**src/rtl/stack_ctrl.sv**
```systemverilog
// Call/return/interrupt sequencer driving an external hardware return-address stack.
// Latency: request acked in the accept cycle, stack strobe one cycle later, idle again three cycles after accept.
// Backpressure: level requests wait while busy or while losing arbitration; optional overflow/underflow guard via STACK_GUARD_EN.
module stack_ctrl #(
    parameter int NADDR = 7,
    parameter int DEPTH = 3,
    parameter int NBITS = 8
) (
    input  logic             clk,
    input  logic             rst,
    input  logic             call,
    input  logic             ret,
    input  logic             irq_req,
    input  logic             iret,
    input  logic [NBITS-1:0] call_pc,
    input  logic [NBITS-1:0] irq_pc,
    output logic             call_ack,
    output logic             ret_ack,
    output logic             irq_ack,
    output logic             iret_ack,
    output logic             st_push,
    output logic             st_pop,
    output logic [NBITS-1:0] st_in,
    input  logic [NBITS-1:0] st_out,
    output logic             pc_load,
    output logic [NBITS-1:0] pc_out,
    output logic             busy,
    output logic [NADDR-1:0] level,
    output logic             full,
    output logic             empty,
    output logic             irq_active,
    output logic             err_ovf,
    output logic             err_unf
);

    typedef enum logic [1:0] {IDLE, ACT, SETTLE} state_t;

    state_t           state;
    state_t           state_nxt;
    logic             op_pop;     // operation in flight is a pop (ret/iret)
    logic [NBITS-1:0] push_pc;    // address captured at push acceptance
    logic             accept;
    logic             blk_push;
    logic             blk_pop;

    assign empty = (level == '0);
    assign full  = (level == NADDR'(DEPTH));
    assign busy  = (state != IDLE);
    assign st_in = push_pc;

`ifdef STACK_GUARD_EN
    assign blk_push = full;
    assign blk_pop  = empty;
`else
    assign blk_push = 1'b0;
    assign blk_pop  = 1'b0;
`endif

    // Stack strobes only in ACT; a reset cycle aborts whatever is in flight.
    assign st_push = (state == ACT) && !op_pop && !blk_push && !rst;
    assign st_pop  = (state == ACT) &&  op_pop && !blk_pop  && !rst;
    assign pc_load = (state == SETTLE) && op_pop && !rst;

    // Fixed-priority arbitration in IDLE and next-state selection.
    always_comb begin
        irq_ack   = 1'b0;
        iret_ack  = 1'b0;
        call_ack  = 1'b0;
        ret_ack   = 1'b0;
        state_nxt = state;
        if (state == IDLE && !rst) begin
            if (irq_req && !irq_active)
                irq_ack = 1'b1;
            else if (iret && irq_active)
                iret_ack = 1'b1;
            else if (call)
                call_ack = 1'b1;
            else if (ret)
                ret_ack = 1'b1;
        end
        case (state)
            IDLE:    if (accept) state_nxt = ACT;
            ACT:     state_nxt = SETTLE;
            SETTLE:  state_nxt = IDLE;
            default: state_nxt = IDLE;
        endcase
    end

    assign accept = irq_ack | iret_ack | call_ack | ret_ack;

    // State register.
    always_ff @(posedge clk) begin
        if (rst)
            state <= IDLE;
        else
            state <= state_nxt;
    end

    // Capture the accepted operation and the address to push.
    always_ff @(posedge clk) begin
        if (rst) begin
            op_pop  <= 1'b0;
            push_pc <= '0;
        end else if (accept) begin
            op_pop <= ret_ack | iret_ack;
            if (irq_ack)
                push_pc <= irq_pc;
            else if (call_ack)
                push_pc <= call_pc;
        end
    end

    // Occupancy follows the actual stack strobes, so a guarded op keeps level.
    always_ff @(posedge clk) begin
        if (rst)
            level <= '0;
        else if (st_push)
            level <= level + 1'b1;
        else if (st_pop)
            level <= level - 1'b1;
    end

    // Returned address is latched during ACT and held until the next pop.
    always_ff @(posedge clk) begin
        if (rst)
            pc_out <= '0;
        else if (state == ACT && op_pop)
            pc_out <= blk_pop ? '0 : st_out;
    end

    // Interrupt nesting flag: one level of interrupt only.
    always_ff @(posedge clk) begin
        if (rst)
            irq_active <= 1'b0;
        else if (irq_ack)
            irq_active <= 1'b1;
        else if (iret_ack)
            irq_active <= 1'b0;
    end

`ifdef STACK_GUARD_EN
    // Sticky misuse flags, cleared only by reset.
    always_ff @(posedge clk) begin
        if (rst) begin
            err_ovf <= 1'b0;
            err_unf <= 1'b0;
        end else if (state == ACT) begin
            if (!op_pop && blk_push)
                err_ovf <= 1'b1;
            if (op_pop && blk_pop)
                err_unf <= 1'b1;
        end
    end
`else
    assign err_ovf = 1'b0;
    assign err_unf = 1'b0;
`endif

endmodule

```
**config.mk**
```make
export PLATFORM = sky130hd
export DESIGN_NAME = stack_ctrl
export DESIGN_NICKNAME = d
export VERILOG_FILES = /design/src/rtl/stack_ctrl.sv
export SDC_FILE = /design/constraint.sdc
export NUM_CORES = 1
export LEC_CHECK = 0
export BUFFER_PORTS_ARGS = -buffer_cell sky130_fd_sc_hd__buf_2
export CAP_MARGIN = 30
export CORE_ASPECT_RATIO = 1.5
export CORE_MARGIN = 5
export CORE_UTILIZATION = 47
export DETAILED_ROUTE_END_ITERATION = 6
export PLACE_DENSITY = 0.8
export SYNTH_ARGS = -nofsm -noshare
export SYNTH_HDL_FRONTEND = slang
export SYNTH_SLANG_ARGS = --single-unit
```
**constraint.sdc**
```tcl
create_clock -name clk -period 3.3 [get_ports clk]
set_input_delay 0.165 -clock clk [delete_from_list [all_inputs] [get_ports clk]]
set_output_delay 0.165 -clock clk [all_outputs]
set_load 0.02 [all_outputs]
```
==> results of run 1 <==
[power breakdown]
group / switching, mW / internal, mW / leakage, nW / total (mW)
Combinational: 0.276 / 0.202 / 0.681 / 0.477
Sequential: 0.0509 / 0.374 / 0.221 / 0.424
Clock: 0.113 / 0.0860 / 0.0217 / 0.199
Total: 0.439 / 0.661 / 0.924 / 1.10
[how the worst min path moves through the flow]
stage	start	endpoint	slack, ns
3_5_place_dp	iret	irq_active	0.42
6_report	iret	irq_active	0.11
2_1_floorplan	iret	irq_active	0.28
3_3_place_gp	iret	irq_active	0.41
4_1_cts	iret	irq_active	0.11
5_1_grt	iret	irq_active	0.11
[metal layers]
metal | vias to the layer above | wire length, um
met4 | 0 | 35
met5 | - | 0
met1 | 617 | 1410
li1 | 736 | -
met2 | 49 | 1690
met3 | 4 | 270
[synth_stat cells]
cell type  number  area share
a21oi_4         1       0.011
fa_1            1       0.013
nor3_1          4       0.013
inv_1           6       0.015
or4_1           1      0.0051
o21a_1          1      0.0051
o21bai_1        2       0.010
or2_1           1      0.0042
nor4_1          1      0.0042
a221oi_1        1      0.0059
and3_1          2      0.0084
or3b_2          1      0.0059
a2111o_1        1      0.0076
nor4b_1         1      0.0059
buf_4           2       0.010
a32oi_1         1      0.0059
mux2_2          1      0.0076
o21ai_0         2      0.0067
mux2i_1         8       0.054
buf_2           1      0.0034
dfxtp_1        27        0.36
a211o_1         2       0.012
buf_1           1      0.0025
or3_4           1      0.0076
nor2b_1         2      0.0084
a21o_1          3       0.015
conb_1          1      0.0025
clkbuf_1        4       0.010
nand2b_1        7       0.029
nor2_1         16       0.040
and4bb_2        3       0.025
nand2_1        15       0.038
a21oi_1        13       0.044
or3_1           1      0.0042
a31o_2          1      0.0059
ha_1            6       0.051
a211oi_1       11       0.056
nand3_1        13       0.044
buf_6           2       0.015
xnor2_1         3       0.018
a311oi_1        1      0.0059
[critical path: cells and delay by family (launching register included)]
family	cells	cell delay, ns
and+or+nand+nor	3	0.86
AOI/OAI and AO/OA	2	0.70
adders and majority gates	1	0.52
DFF	1	0.47
muxes	1	0.33
[through the flow]
stage / hold slack (ns) / instance area, um^2 / worst slack, ns / std cells / power [mW]
3_3_place_gp: 0.411 / 1810 / 0.428 / 268 / 0.906
6_report: 0.113 / 1860 / 0.322 / 272 / 1.10
2_1_floorplan: 0.281 / 1490 / 0.527 / 173 / 0.786
3_5_place_dp: 0.415 / 1810 / 0.356 / 268 / 0.913
4_1_cts: 0.115 / 1860 / 0.346 / 272 / 1.11
5_1_grt: 0.107 / 1860 / 0.142 / 272 / 1.18
[sequential cells by signal (all words and copies together) (netlist names)]
name        flops
op_pop          1
pc_out          8
level           7
st_in           8
state           2
irq_active      1
[layout make-up]
type                            instances  area [um^2]
Timing Repair Buffer                   65          330
Inverter                                6         22.5
Clock buffer                            3         41.3
Tap cell                               40         50.0
Clock inverter                          1         7.51
Sequential cell                        27          541
Multi-Input combinational cell        130          866
Fill cell                             304         1240
[cells in the final DEF, fill, tap and decap left out, drive strengths merged, types with 4 or more instances in the layout]
cell     n
a21oi   14
nor2    16
inv      6
ha       6
dfxtp   27
nand2b   7
buf     65
nand3   13
a211oi  11
nand2   15
nor3     4
mux2i    8
[logic make-up after synthesis]
group	count (synthesis)	share of synthesized area
AND/OR/NAND/NOR	69	0.244
other	1	0.00252
adder cells (fa/ha/maj)	7	0.0640
AO/OA/AOI/OAI	40	0.190
multiplexers	9	0.0614
buffers and inverters	16	0.0564
XOR/XNOR	3	0.0177
flip-flops	27	0.364
==> metrics.yaml, run 1 <==
clock_tree:
  clockBufferDepth: 2
  cts_setup_buffers: 0
  clock-sinks: 27
  ctsHoldBuffers: 0
  cts_resized: 0
  cts_buffers: 3
  h-tree-depth: 1
  clk_pin_slew_ns: 0.10
  worstSkewPairLatency_ns: 0.28
  cts_tree: "built"
  cts_root_buf: "clkbuf_8"
global_routing:
  grt_max_degree: 32
  grt_use_met1: 0.176
  grt.met2_usage: 0.293
  grtUsageTotal: 0.158
  antenna_found_initial: 0
  grt_pass1_wl_um: 5700
  first_global_vias: 1326
  grt.busiest_layer: "met2"
  grt.overflow.total: 0
  grt_util_met3: 0.0325
drt:
  vias: 1406
  drtAntennaViolNets: 0
  finalWirelength_um: 3400
  drc: 0
  vias_per_cell: 5.17
  avgRoutedWirePerCell_um: 12.5
  drt-initial-drc-count: 22
  drt-pass1-iter-count: 4
layout:
  final_nets: 270
  antennaDiodeCount: 0
  area_growth_syn_to_layout_pct: 25.0
  final_util: 0.600
  layout-drive-gt1-share: 0.332
setup_path:
  path_cells: "nand2b_1 > or3_1 > fa_1 > a211o_1 > a2111o_1 > nand3_1 > mux2_2"
  endpoint: "level[6]"
  cp.arrival_ns: 3.16
  crit_path_max_fanout: 10
  r2r-start: "state[0]"
  crit_type: "flip-flop to flip-flop"
  required_ns: 3.48
  cpPeakStageDelay_ns: 0.53
  timing.rr.end: "level[6]"
  start_kind: "flip-flop"
  startpoint: "state[0]"
  reg2reg_depth: 7
  cp-end-kind: "flip-flop"
  slowest_stage: "or3_1"
  reg2reg_slack_ns: 0.32
place:
  io_buffers: 63
  dpl.hpwl_um: 2620
  gp_congestion: 0.891
floorplanning:
  die_h_um: 78.9
  dieWidth_um: 55.9
  std_cell_rows: 25
  ios: 66
  fp.coreArea_mm2: 0.00310
  die_area_mm2: 0.00441
  initial_utilization: 0.480
sta:
  setup_tns_ns: 0
  relSlewSlack: 0.355
  rsz0062_at_grt: "no"
  hold_violations: 0
  finalCriticalPeriod_ns: 2.98
  finalMaxSlewViolations: 0
  setup_violations: 0
  clock_skew_ns: 0.00289
  fin_crit_sh: 0.903
  tightestPinTransition_ns: 0.966
  max_freq_mhz: 336
outcome:
  outcome: "finished clean"
synth:
  synth_cells: 172
  yosysUniqueCellTypes: 41
  ys_seq_area_frac: 0.364
  yosysWarnings: 0
  syn_area_mm2: 0.00149
  avgSynthCellArea_um2: 8.64
  ys_ff_latch: 27
run:
  drv_cap: 0
hold_path:
  min_path_cells: 2
  hp-class: "input port to flip-flop"
pwr:
  ir_drop_uv: 304
  leakagePower_nw: 0.924
  powerDensity_mw_per_mm2: 592
Note: power is estimated with default switching activity, not from simulation.
==> run 2: changes to the inputs <==
- CORE_UTILIZATION: 47 -> 29
- PLACE_DENSITY: 0.8 -> not set
- REMOVE_ABC_BUFFERS: not set -> 1
==> run 2 against run 1 <==
Clock skew is 0.0013 ns higher. Global-route usage is 3.7 points lower. Total power is 2.2% higher. Worst hold slack worse by 0.0057 ns. Non-clock buffer count is 2 higher. Routed wire length is 16% higher. Critical path depth stayed put. Clock-buffer cell count stayed put. Largest cell class unchanged.
==> metrics.yaml, run 2 (synthesis results as in run 1) <==
outcome:
  outcome: "finished clean"
clock_tree:
  cts_tree: "built"
  h-tree-depth: 1  # unchanged
  ctsHoldBuffers: 0  # unchanged
  clock-sinks: 27  # unchanged
  cts_setup_buffers: 0  # unchanged
  clockBufferDepth: 2  # unchanged
  clk_pin_slew_ns: 0.10  # about the same
  cts_root_buf: "clkbuf_8"
  worstSkewPairLatency_ns: 0.28  # about the same
  cts_buffers: 3  # unchanged
  cts_resized: 0  # unchanged
pwr:
  p_switching_mw: 0.456  # +3.8%
  swShare: 0.406  # +0.00641
  leakagePower_nw: 0.933  # +1.0%
  seq_power_share: 0.375  # -0.011
  power_frac_clock: 0.178  # -0.003
  ir_drop_uv: 172  # -43%
  internal_power_mw: 0.668  # +1.1%
  powerDensity_mw_per_mm2: 589  # -0.51%
  combPwrFrac: 0.447  # +0.013
layout:
  layout-drive-gt1-share: 0.338  # +0.00571
  final_cell_mix: "buf_2, dfxtp_1, nor2_1"
  design_area_mm2: 0.00191  # +2.7%
  area_growth_syn_to_layout_pct: 28.4
  antennaDiodeCount: 0  # unchanged
  final_nets: 272  # +0.74%
  layout_commonest_cell: "buf_2"
hold_path:
  hp-class: "input port to flip-flop"
place:
  gp_congestion: 0.848  # -4.8%
  dpl.hpwl_um: 2970  # +13%
  io_buffers: 63  # unchanged
  placed_area_mm2: 0.00186  # +2.8%
sta:
  setup_tns_ns: 0  # unchanged
  setup_violations: 0  # unchanged
  finalCriticalPeriod_ns: 2.82  # -0.157 ns
  clock_skew_ns: 0.00423  # +0.00134 ns
  hold_violations: 0  # unchanged
  max_freq_mhz: 354  # +5.6%
  fin_crit_sh: 0.855  # -0.0477
  rsz0062_at_grt: "no"
  finalMaxSlewViolations: 0  # unchanged
drt:
  drtAntennaViolNets: 0  # unchanged
  vias: 1442  # +2.6%
  vias_per_cell: 4.77  # -7.6%
  drt-initial-drc-count: 44  # +100%
  drt-pass1-iter-count: 4  # unchanged
  finalWirelength_um: 3950  # +16%
  drc: 0  # unchanged
  avgRoutedWirePerCell_um: 13.1  # +4.5%
global_routing:
  antenna_found_initial: 0  # unchanged
  grt.overflow.total: 0  # unchanged
  first_global_vias: 1445  # +9.0%
  grtUsageTotal: 0.120  # -0.0375
  grt_pass1_wl_um: 6350  # +11%
  grt_max_degree: 32  # unchanged
setup_path:
  required_ns: 3.48  # about the same
  cp.arrival_ns: 3.00  # -0.16 ns
  crit_type: "flip-flop to flip-flop"
  start_kind: "flip-flop"
  crit_path_max_fanout: 9  # -1
  cp-end-kind: "flip-flop"
floorplanning:
  die_area_mm2: 0.00669  # +52%
  initial_utilization: 0.295  # -0.185
  std_cell_rows: 32  # +28%
  fp.coreArea_mm2: 0.00504  # +63%
  die_h_um: 97.7  # +24%
  ios: 66  # unchanged
  dieWidth_um: 68.5  # +22%
run:
  drv_cap: 0  # unchanged
-- run 2: cell types whose count changed in the layout (fill, tap and decap cells not counted), sizes merged --
cell / delta
buf: +2
-- run 2: path summary, 6_finish.rpt --
check | startpoint | depth (start not counted) | endpoint | slack, ns
max | state[0] | 7 | level[6] | 0.48
min | iret | 2 | irq_active | 0.11
max reg2reg | state[0] | 7 | level[6] | 0.48
min reg2reg | pc_out[2] | 2 | pc_out[2] | 0.45
-- run 2: layer usage --
layer	up-vias	GRT usage	routed length (um)
met5	-	0	0
met4	0	0.0536	103
met3	9	0.0127	181
met2	41	0.219	2130
met1	653	0.131	1530
li1	739	-	-
-- run 2: through the flow --
stage | hold WS (ns) | utilization | cells | power [mW] | setup WS (ns)
after floorplan | 0.234 | - | 163 | 0.769 | 0.539
after global placement | 0.413 | 0.369 | 298 | 0.928 | 0.560
after detailed placement | 0.413 | 0.369 | 298 | 0.935 | 0.503
after CTS | 0.110 | 0.378 | 302 | 1.13 | 0.492
after global routing | 0.112 | 0.378 | 302 | 1.20 | 0.357
final | 0.107 | 0.378 | 302 | 1.12 | 0.479
-- run 2: critical path: stages (launching register included) --
cell and delay (ns):
dfxtp_1 0.47, nand2b_1 0.10, or3_1 0.49, fa_1 0.53, a211o_1 0.34, a2111o_1 0.37, nand3_1 0.08, mux2_2 0.32
-- run 2: power by group through the flow --
stage / combinational (mW) / sequential [mW] / clock [mW]
5_1_grt: 0.557 / 0.431 / 0.216
3_5_place_dp: 0.503 / 0.432 / 0
3_3_place_gp: 0.499 / 0.429 / 0
6_report: 0.502 / 0.422 / 0.200
2_1_floorplan: 0.292 / 0.476 / 0
4_1_cts: 0.507 / 0.423 / 0.205
-- run 2: final cells by class --
cell class              instances  area (um^2)
fillers                       539         3140
multi-input cells             130          866
flip-flops and latches         27          541
repair buffers                 67          345
well taps                      68         85.1
clock buffers                   3         41.3
inverters                       6         22.5
clock inverters                 1         7.51
==> run 3: changes to the inputs <==
- CELL_PAD_IN_SITES_DETAIL_PLACEMENT: not set -> 1
- CELL_PAD_IN_SITES_GLOBAL_PLACEMENT: not set -> 2
- CORE_UTILIZATION: 29 -> 26
- PLACE_DENSITY_LB_ADDON: not set -> 0.1
==> run 3 against run 2 <==
Clock skew increased by 0.0027 ns. Worst hold slack improved by 0.013 ns. Sequential power increased by 0.9%. Critical endpoint unchanged. Die area increased by 10%. Final area about the same. Fmax increased by 0.62%. First-iteration DRC count decreased by 30%. Critical path depth unchanged. Sequential cell count unchanged. Critical path type unchanged. Global-route usage increased by 0.81 points. Via count increased by 5.1%.
==> metrics.yaml, run 3 (synthesis results as in run 1) <==
outcome:
  outcome: "finished clean"
floorplanning:
  dieWidth_um: 71.7  # +4.8%
  std_cell_rows: 33  # +3.1%
  ios: 66  # unchanged
  initial_utilization: 0.269  # -0.0260
  fp.coreArea_mm2: 0.00553  # +9.7%
  die_area_mm2: 0.00736  # +10%
  die_h_um: 103  # +5.0%
drt:
  drt-pass1-iter-count: 3  # -1
  drtAntennaViolNets: 0  # unchanged
  drc: 0  # unchanged
  drt-initial-drc-count: 31  # -30%
  avgRoutedWirePerCell_um: 14.9  # +14%
  vias: 1515  # +5.1%
  vias_per_cell: 4.98  # +4.4%
  finalWirelength_um: 4530  # +15%
pwr:
  p_switching_mw: 0.457  # +0.12%
  internal_power_mw: 0.669  # +0.10%
  powerDensity_mw_per_mm2: 590  # +0.17%
  seq_power_share: 0.379  # +0.004
  swShare: 0.406  # about the same
  power_frac_clock: 0.172  # -0.006
  combPwrFrac: 0.449  # +0.002
  ir_drop_uv: 177  # +3.3%
  total_power_mw: 1.13  # +0.11%
  leakagePower_nw: 0.934  # +0.11%
setup_path:
  r2r-start: "state[1]"
  reg2reg_slack_ns: 0.50  # +0.02 ns
  endpoint: "level[6]"
  crit_path_max_fanout: 9  # unchanged
  cpPeakStageDelay_ns: 0.52  # about the same
  path_cells: "nand2b_1 > or3_1 > fa_1 > a211o_1 > a2111o_1 > nand3_1 > mux2_2"
  timing.rr.end: "level[6]"
  required_ns: 3.47  # about the same
  start_kind: "flip-flop"
  cp-end-kind: "flip-flop"
  startpoint: "state[1]"
  reg2reg_depth: 7  # unchanged
  crit_type: "flip-flop to flip-flop"
  cp.arrival_ns: 2.97  # -0.03 ns
  slowest_stage: "fa_1"
layout:
  antennaDiodeCount: 0  # unchanged
  layout-drive-gt1-share: 0.333  # -0.00427
  layout_commonest_cell: "buf_2"
  final_nets: 272  # unchanged
  area_growth_syn_to_layout_pct: 28.3  # about the same
  design_area_mm2: 0.00191  # about the same
  final_cell_mix: "buf_2, dfxtp_1, nor2_1"
sta:
  hold_violations: 0  # unchanged
  fin_crit_sh: 0.850  # -0.00528
  finalMaxSlewViolations: 0  # unchanged
  fin_ws_ns: 0.496  # +0.0174 ns
  setup_violations: 0  # unchanged
  worst_hold_slack_ns: 0.120  # +0.0132 ns
  rsz0062_at_grt: "no"
  clock_skew_ns: 0.00689  # +0.00266 ns
  max_freq_mhz: 357  # +0.62%
  finalCriticalPeriod_ns: 2.80  # -0.0174 ns
  setup_tns_ns: 0  # unchanged
place:
  io_buffers: 63  # unchanged
  gp_congestion: 0.752  # -11%
  place_ws_ns: 0.488  # -0.0148 ns
  dpl.hpwl_um: 3640  # +22%
  placed_area_mm2: 0.00186  # +0.13%
clock_tree:
  clock-sinks: 27  # unchanged
  cts_buffers: 3  # unchanged
  ctsHoldBuffers: 0  # unchanged
  cts_root_buf: "clkbuf_8"
  worstSkewPairLatency_ns: 0.27  # about the same
  cts_tree: "built"
  cts_resized: 0  # unchanged
  clockBufferDepth: 2  # unchanged
  clk_pin_slew_ns: 0.10  # about the same
  h-tree-depth: 1  # unchanged
  cts_setup_buffers: 0  # unchanged
global_routing:
  grt_max_degree: 32  # unchanged
  grtUsageTotal: 0.128  # +0.00814
  antenna_found_initial: 0  # unchanged
  grt_pass1_wl_um: 7660  # +21%
  grt.overflow.total: 0  # unchanged
  first_global_vias: 1681  # +16%
hold_path:
  min_path_cells: 2  # unchanged
  hp-class: "input port to flip-flop"
run:
  drv_cap: 0  # unchanged
run 3: worst min path at each step:
stage / startpoint / endpoint / slack (ns)
2_1_floorplan: rst / level[1] / 0.23
3_3_place_gp: iret / irq_active / 0.41
3_5_place_dp: iret / irq_active / 0.42
4_1_cts: iret / irq_active / 0.12
5_1_grt: iret / irq_active / 0.14
6_report: iret / irq_active / 0.12
run 3: layout make-up:
class                      count  area, um^2
tap                           70        87.6
sequential                    27         541
clock buffer                   4        45.0
fill                         714        3630
timing repair buffer          67         345
inverter                       6        22.5
multi-input combinational    130         866
run 3: worst max-delay path, delay by kind of cell, from the launching register on:
family | cells | cell delay [ns]
mux | 1 | 0.32
flops | 1 | 0.39
simple gates | 3 | 0.74
fa+ha+maj | 1 | 0.52
compound gates | 2 | 0.71
run 3: per-layer routing:
layer | track usage | vias to the layer above | part of all wire
li1 | - | 735 | -
met2 | 0.251 | 48 | 0.55
met3 | 0.0293 | 6 | 0.066
met4 | 0.0405 | 0 | 0.014
met1 | 0.132 | 726 | 0.37
met5 | 0 | - | 0
run 3: power groups by stage:
stage	registers [mW]	logic, mW	clock network [mW]
after floorplan	0.476	0.292	0
after global placement	0.430	0.509	0
after detailed placement	0.435	0.517	0
after CTS	0.428	0.519	0.201
after global routing	0.436	0.565	0.212
final	0.426	0.506	0.194
run 3: metrics by stage:
stage	util	instances
3_5_place_dp	0.336	300
6_report	0.345	304
3_3_place_gp	0.336	300
4_1_cts	0.345	304
5_1_grt	0.345	304
2_1_floorplan	-	163
